**config.mk**
```make
export PLATFORM = sky130hd
export DESIGN_NAME = tune_addr_gen
export DESIGN_NICKNAME = d
export VERILOG_FILES = /design/src/rtl/tune_addr_gen.sv
export SDC_FILE = /design/constraint.sdc
export NUM_CORES = 1
export LEC_CHECK = 0
export BUFFER_PORTS_ARGS = -buffer_cell sky130_fd_sc_hd__buf_2
export CAP_MARGIN = 25
export CORE_MARGIN = 10
export CORE_UTILIZATION = 45
export CTS_CLUSTER_SIZE = 24
export DETAILED_ROUTE_END_ITERATION = 10
export HOLD_SLACK_MARGIN = 0.03
export PLACE_DENSITY_LB_ADDON = 0.25
export SLEW_MARGIN = 20
export SYNTH_ARGS = -nofsm -noshare
export SYNTH_HDL_FRONTEND = slang
export SYNTH_SLANG_ARGS = --single-unit
```
**constraint.sdc**
```tcl
create_clock -name clk -period 3.1 [get_ports clk]
set_input_delay 0.465 -clock clk [delete_from_list [all_inputs] [get_ports clk]]
set_output_delay 0.465 -clock clk [all_outputs]
set_load 0.005 [all_outputs]
```
**src/rtl/tune_addr_gen.sv**
```systemverilog
// rtl/tune_addr_gen.sv - sine-table ROM address generator for tone/rest notes
//
// Accepts a note descriptor (div = cycles per address step, len = number of
// complete table periods) and walks the ROM address 0..TABLE_LEN-1 once per
// period. div==0 is a rest: timing uses REST_DIV, addr is held at 0 and mute
// is raised while the note plays.
//
// Ports:
//   clk           clock, rising edge
//   rst_n         asynchronous active-low reset
//   note_valid    upstream note descriptor present
//   note_ready    block accepts a note this cycle (IDLE and out of reset)
//   note_div[16]  cycles per address step, 0 = rest
//   note_len[16]  note duration in complete table periods
//   abort         synchronous request to drop the current note
//   addr[9]       registered ROM address
//   step          one-cycle pulse in the cycle addr takes a new value
//   sample_valid  step delayed one cycle, aligned with the ROM output register
//   mute          high while a rest note plays
//   playing       high while in PLAY
module tune_addr_gen #(
    parameter int TABLE_LEN = 213,
    parameter int REST_DIV  = 200
) (
    input  logic        clk,
    input  logic        rst_n,
    input  logic        note_valid,
    output logic        note_ready,
    input  logic [15:0] note_div,
    input  logic [15:0] note_len,
    input  logic        abort,
    output logic [8:0]  addr,
    output logic        step,
    output logic        sample_valid,
    output logic        mute,
    output logic        playing
);

    localparam logic [8:0]  LAST_IDX = 9'(TABLE_LEN - 1);
    localparam logic [15:0] REST_D   = 16'(REST_DIV);

    typedef enum logic {IDLE, PLAY} state_t;

    state_t      state, state_nxt;
    logic [15:0] div_q, len_q;
    logic [15:0] div_cnt, per_cnt;
    logic [8:0]  idx;
    logic [15:0] d_eff;
    logic        hs, tick, wrap, done;

    // Rest notes borrow the fixed REST_DIV timing.
    assign d_eff = (div_q == 16'd0) ? REST_D : div_q;

    // Gated by rst_n so the block never advertises ready while held in reset.
    assign note_ready = (state == IDLE) && rst_n;
    assign playing    = (state == PLAY);

    always_ff @(posedge clk or negedge rst_n) begin
        if (!rst_n) begin
            state <= IDLE;
        end else begin
            state <= state_nxt;
        end
    end

    always_comb begin
        state_nxt = state;
        hs        = 1'b0;
        tick      = 1'b0;
        wrap      = 1'b0;
        done      = 1'b0;
        case (state)
            IDLE: begin
                hs = note_valid;
                // A zero-length note is consumed without leaving IDLE.
                if (note_valid && note_len != 16'd0) begin
                    state_nxt = PLAY;
                end
            end
            PLAY: begin
                if (abort) begin
                    state_nxt = IDLE;
                end else if (div_cnt == d_eff - 16'd1) begin
                    tick = 1'b1;
                    if (idx == LAST_IDX) begin
                        wrap = 1'b1;
                        // per_cnt < len_q <= 65535, so the +1 cannot overflow.
                        if (per_cnt + 16'd1 == len_q) begin
                            done      = 1'b1;
                            state_nxt = IDLE;
                        end
                    end
                end
            end
            default: state_nxt = IDLE;
        endcase
    end

    always_ff @(posedge clk or negedge rst_n) begin
        if (!rst_n) begin
            div_q        <= 16'd0;
            len_q        <= 16'd0;
            div_cnt      <= 16'd0;
            per_cnt      <= 16'd0;
            idx          <= 9'd0;
            addr         <= 9'd0;
            step         <= 1'b0;
            sample_valid <= 1'b0;
            mute         <= 1'b0;
        end else begin
            // step is registered so it rises together with the new addr.
            step         <= tick;
            sample_valid <= step;
            if (hs) begin
                div_q   <= note_div;
                len_q   <= note_len;
                div_cnt <= 16'd0;
                per_cnt <= 16'd0;
                idx     <= 9'd0;
                addr    <= 9'd0;
                mute    <= (note_div == 16'd0) && (note_len != 16'd0);
            end else if (state == PLAY) begin
                if (abort || done) begin
                    div_cnt <= 16'd0;
                    idx     <= 9'd0;
                    addr    <= 9'd0;
                    mute    <= 1'b0;
                end else if (tick) begin
                    div_cnt <= 16'd0;
                    if (wrap) begin
                        idx     <= 9'd0;
                        addr    <= 9'd0;
                        per_cnt <= per_cnt + 16'd1;
                    end else begin
                        // idx is the shadow index; a rest keeps addr parked at 0.
                        idx  <= idx + 9'd1;
                        addr <= (div_q == 16'd0) ? 9'd0 : idx + 9'd1;
                    end
                end else begin
                    div_cnt <= div_cnt + 16'd1;
                end
            end
        end
    end

endmodule

```
# Yosys cells after proc, flatten, opt, wreduce, memory -nomap -nowiden
# Cells that the tools add are included.
# classes
addsub	4
muxes	43
n_reduce_logical	15
bitwise	1
n_eq_ne	4
# op_table
cell	n
16-bit 2-to-1 mux	10
9-bit 2-to-1 mux	11
16-bit by 1-bit adder with 16-bit output, second input constant	2
16-bit == test	2
16-bit logical NOT	2
1-bit 2-to-1 mux	21
16-bit nonzero test	1
16-bit by 1-bit subtractor with 16-bit output, second input constant	1
9-bit by 1-bit adder with 9-bit output, second input constant	1
9-bit by 8-bit == test with 1-bit output, second input constant	1
2-bit nonzero test	4
2-bit AND reduction	2
4-bit AND reduction	1
1-bit logical AND	3
3-bit nonzero test	1
2-bit inequality test, second input constant	1
1-bit case mux with 2 select lines	1
1-bit logical OR	1
1-bit inverter	1
# totals
register_bits	86
out_inout_bits	14

# Longest topological paths before layout
# logic_depth
word_depth	12
depth_mapped	12

# Worst setup path before layout
# Ideal clock, no wire load.
# synth_path
path_kind	reg-to-reg
startpoint	reg div_q[0]
endpoint	reg div_cnt[2]
n_path_buf	1
arrival_ns	2.714
path_stages_with_launch	12
required_time_ns	2.982
path_slack_ns	0.268
setup_ns	0.118
synth_period_minus_slack_ns	2.832
cell_sequence	dfrtp_1 > inv_1 > ha_1 > nor4b_1 > and4b_1 > or3_1 > a211o_1 > nor4b_4 > a31o_2 > buf_2 > o22ai_1 > a21o_1
# synth_between
elab_chain_cells	11
elab_cells_between_ends	15
cone_classes	add/sub (1); eq/ne (1); mux (11); reduce/logical (2)
# synth_lines
element	line	rtl
from (decl)	45	logic [15:0] div_q, len_q;
from (signal assigned)	115	div_q <= note_div;
16-bit logical NOT	52	assign d_eff = (div_q == 16'd0) ? REST_D : div_q;
16-bit 2-to-1 mux (*)	52	
16-bit by 1-bit subtractor with 16-bit output (*)	83	end else if (div_cnt == d_eff - 16'd1) begin
16-bit == test (*)	83	
1-bit 2-to-1 mux	83	
1-bit 2-to-1 mux	81	if (abort) begin
1-bit 2-to-1 mux	72	case (state)
16-bit 2-to-1 mux or 1-bit logical OR (tied branches)	128, 123	
16-bit 2-to-1 mux (*)	123	if (abort || done) begin
16-bit 2-to-1 mux (*)	122	end else if (state == PLAY) begin
16-bit 2-to-1 mux (*)	114	if (hs) begin
to (signal assigned)	140	div_cnt <= div_cnt + 16'd1;
to (decl)	46	logic [15:0] div_cnt, per_cnt;
# Every way passes the cells marked *; elsewhere a longest branch is shown, timed or not. The select of a mux whose other input is x is not followed.
# A chain may end at the register's enable or synchronous reset.

# Final worst setup path
# layout_path
startpoint	reg div_q[3]
endpoint	reg div_cnt[13]
# The elaborated chain is that of the path after synthesis.

==> key figures <==
Floorplanning
  – DIE HEIGHT: around 130 um
  – Num rows: 40
  – Initial core utilization: 0.458
  – Die area: roughly 17000 um2
  – Die W: approximately 130 um
  – Placeable Area: approximately 12000 um2
  – Top-level I/O count: 50

Timing
  – Final WS setup: roughly 100 ps
  – Worst relative slew slack: 0.611
  – Max Freq: about 330 MHz
  – Fin Setup TNS: 0 ps
  – Hold slack: 41.4 ps
  – Final hold violations: 0
  – Final setup viols: 0
  – Final period utilization: 0.968
  – Skew final: 5.91 ps
  – Minimum clock period: between 3000 and 4000 ps
  – Slew Limit Fails: 0
  – Worst slew pin tran: a little under 600 ps

Final layout
  – Layout Cells excl Fill: slightly below 800
  – Fill cell count: between 1000 and 1500
  – ANT cells: 0
  – P&R area growth vs syn: 15.8%
  – Sequential cell area: ~2200 um2
  – Multi-input logic area: between 3000 and 4000 um2
  – Post-route cell area: between 6000 and 7000 um2
  – Layout cells sized above 1: 0.251
  – Final core utilization: 0.530
  – Nets@finish: between 600 and 700

Setup path
  – WP data arrival: between 3000 and 4000 ps
  – Crit path capture type: register
  – Critical Path RT: ~3400 ps
  – CP Max Fanout: 7
  – Critical path class: reg2reg
  – Crit path launch type: register

Placement
  – Gpl congestion: 0.940
  – Pre-CTS WS: -81.9 ps
  – Placed cell area: around 6000 um2
  – Placed cells: ~770
  – Hpwl dp: 10.5 mm
  – Port bufs: 49

Yosys
  – Count of flip-flops with a built-in enable after synthesis: 0
  – Synth area leader: dfrtp_1
  – Top cells by area, synth: dfrtp_1, mux2_2, xnor2_1, nand2_1, a21o_1
  – Most numerous cell in the Yosys netlist: dfrtp_1
  – Seq cells post-synth: 86
  – Yosys warnings: 0
  – Post-synthesis sequential area ratio: 0.391
  – Synth Net Count: slightly above 600
  – Mapped Cells: 579
  – Most frequent cells after synthesis: dfrtp_1, nand2_1, mux2_2
  – Syn_area_per_cell: 9.50 um2
  – Post-synth ARST share: 1.00
  – Share of the synthesized area in the top cell type: 0.391
  – Cell area after synthesis: 5500 um2
  – Main synth FF type: dfrtp_1
  – Unique cell type count in the Yosys netlist: 70

Run
  – Max_cap viols: 0

CTS
  – Num CTS Buffers: 9
  – Root Buffer: clkbuf_16
  – Clk_lat worst skew: about 350 ps
  – Longest Clk Path Bufs: 2
  – CTS Sinks: 86
  – CTS tree: done
  – H-Tree Depth: 3
  – # hold bufs at CTS: 0
  – Reg clk slew, reported paths: around 60 ps

Drt
  – Drt via density: 6.00
  – DRT iter0 DRCs: about 350
  – DRC violations left: 0
  – Via count: roughly 4700
  – Pre-antenna DRT Iters: 5
  – Antenna Nets Post-Route: 0
  – Drt wl/cell: around 18 um
  – Final WL: 14.3 mm

Global route
  – Vias in the first global route: 4694
  – Total grt overflow: 0
  – First-pass GRT wire length: about 24 mm
  – Largest net degree at the start of global routing: 38
  – GR Util All Layers: 0.174
  – Initial antenna violation count: 0

Run status
  – Status: finished clean

Pwr
  – LEAKAGE: 2.67 nW
  – Maximum vdd drop: between 0.0002 and 0.00025 V
  – Final Power: about 3.3 mW
  – Pwr dens: roughly 510 nW/um2

Hold path
  – Min-Delay Path Class: in2async
## final timing paths
path / endpoint / from / cells after the start / slack [ps]
worst max-delay path: div_cnt[13] / div_q[3] / 10 / 100
worst min-delay path: len_q[6] / rst_n / 1 / 40
worst max register to register: div_cnt[13] / div_q[3] / 10 / 100
worst min register to register: sample_valid / step / 0 / 370
max in group asynchronous: div_q[12] / rst_n / 2 / 2270
min in group clk: div_q[12] / note_div[12] / 3 / 340
## cells by family after synthesis
group	count (synthesis)	share of synthesized area
and+or+nand+nor	237	0.258
AOI/OAI and AO/OA	126	0.161
DFF	86	0.391
buffers and inverters	50	0.0409
xor gates and xnor gates	40	0.0662
muxes	34	0.0687
adders and majority gates	6	0.0136
## worst max-delay path, cell delays in order (launching register included)
cell and delay (ps):
dfrtp_1 410, buf_4 170, or4_1 570, nor2_1 170, nor2b_1 80, o2111ai_1 500, nor4_4 110, a31o_2 310
buf_4 170, or3_1 340, o21ai_0 80
## cells in the final DEF, fill, tap and decap left out, types with 4 or more instances in the layout
| master | Yosys | layout |
|---|---|---|
| o2111ai_1 | 5 | 4 |
| and3_1 | 11 | 10 |
| buf_2 | 8 | 48 |
| buf_4 | 1 | 30 |
| mux2_2 | 30 | 30 |
| a21oi_1 | 23 | 23 |
| o21ai_0 | 24 | 24 |
| inv_1 | 14 | 13 |
| xor2_1 | 14 | 14 |
| mux2i_1 | 4 | 4 |
| nand3_1 | 26 | 26 |
| o211ai_1 | 6 | 6 |
| nand2b_1 | 12 | 12 |
| and4_1 | 5 | 4 |
| nand2_1 | 48 | 48 |
| dfrtp_1 | 86 | 86 |
| nor3b_1 | 6 | 6 |
| nor2_1 | 23 | 23 |
| nand4_1 | 11 | 11 |
| nor4_1 | 18 | 16 |
| o311ai_0 | 5 | 4 |
| xnor2_1 | 25 | 25 |
| or2_2 | 12 | 12 |
| nor3_1 | 9 | 9 |
| a21o_1 | 18 | 18 |
| clkbuf_16 | 0 | 9 |
| nor2b_1 | 7 | 6 |
| o2bb2ai_1 | 10 | 10 |
| ha_1 | 6 | 5 |
| nor4_4 | 2 | 4 |
| and2_1 | 9 | 9 |
| a211oi_1 | 5 | 5 |
| or3_1 | 12 | 12 |
## final cells by class
type | instances | area share
multi-input cells | 443 | 0.502
flip-flops and latches | 86 | 0.338
repair buffers | 79 | 0.0749
clock buffers | 10 | 0.0360
well taps | 147 | 0.0289
clock inverters | 5 | 0.0118
inverters | 14 | 0.00825
## registers in the layout, summed over array words and instances, names as in the netlist
register	count
addr	9
playing	1
per_cnt	16
len_q	16
div_cnt	16
idx	9
mute	1
step	1
div_q	16
sample_valid	1
## report_power, final
part | leakage (nW) | switching, mW | internal (mW)
clock network | 0.152 | 0.441 | 0.697
registers | 1.13 | 0.144 | 1.22
logic | 1.39 | 0.397 | 0.376
total | 2.67 | 0.983 | 2.30
## timing repair
action / CTS / global route
gates resized for setup: 4 / 13
setup endpoints to repair: 11 / 49
setup buffers: 0 / 1
pin swaps: 0 / 3
## routing by layer
layer  wire length, um  share of wire  track usage  vias up
li1                  -              -            -     2245
met1              6210           0.43        0.214     2292
met2              7040           0.49        0.286      145
met3               824          0.057       0.0451       22
met4               253          0.018       0.0667        0
met5                 0              0            0        -
Note: power is estimated with default switching activity, not from simulation.
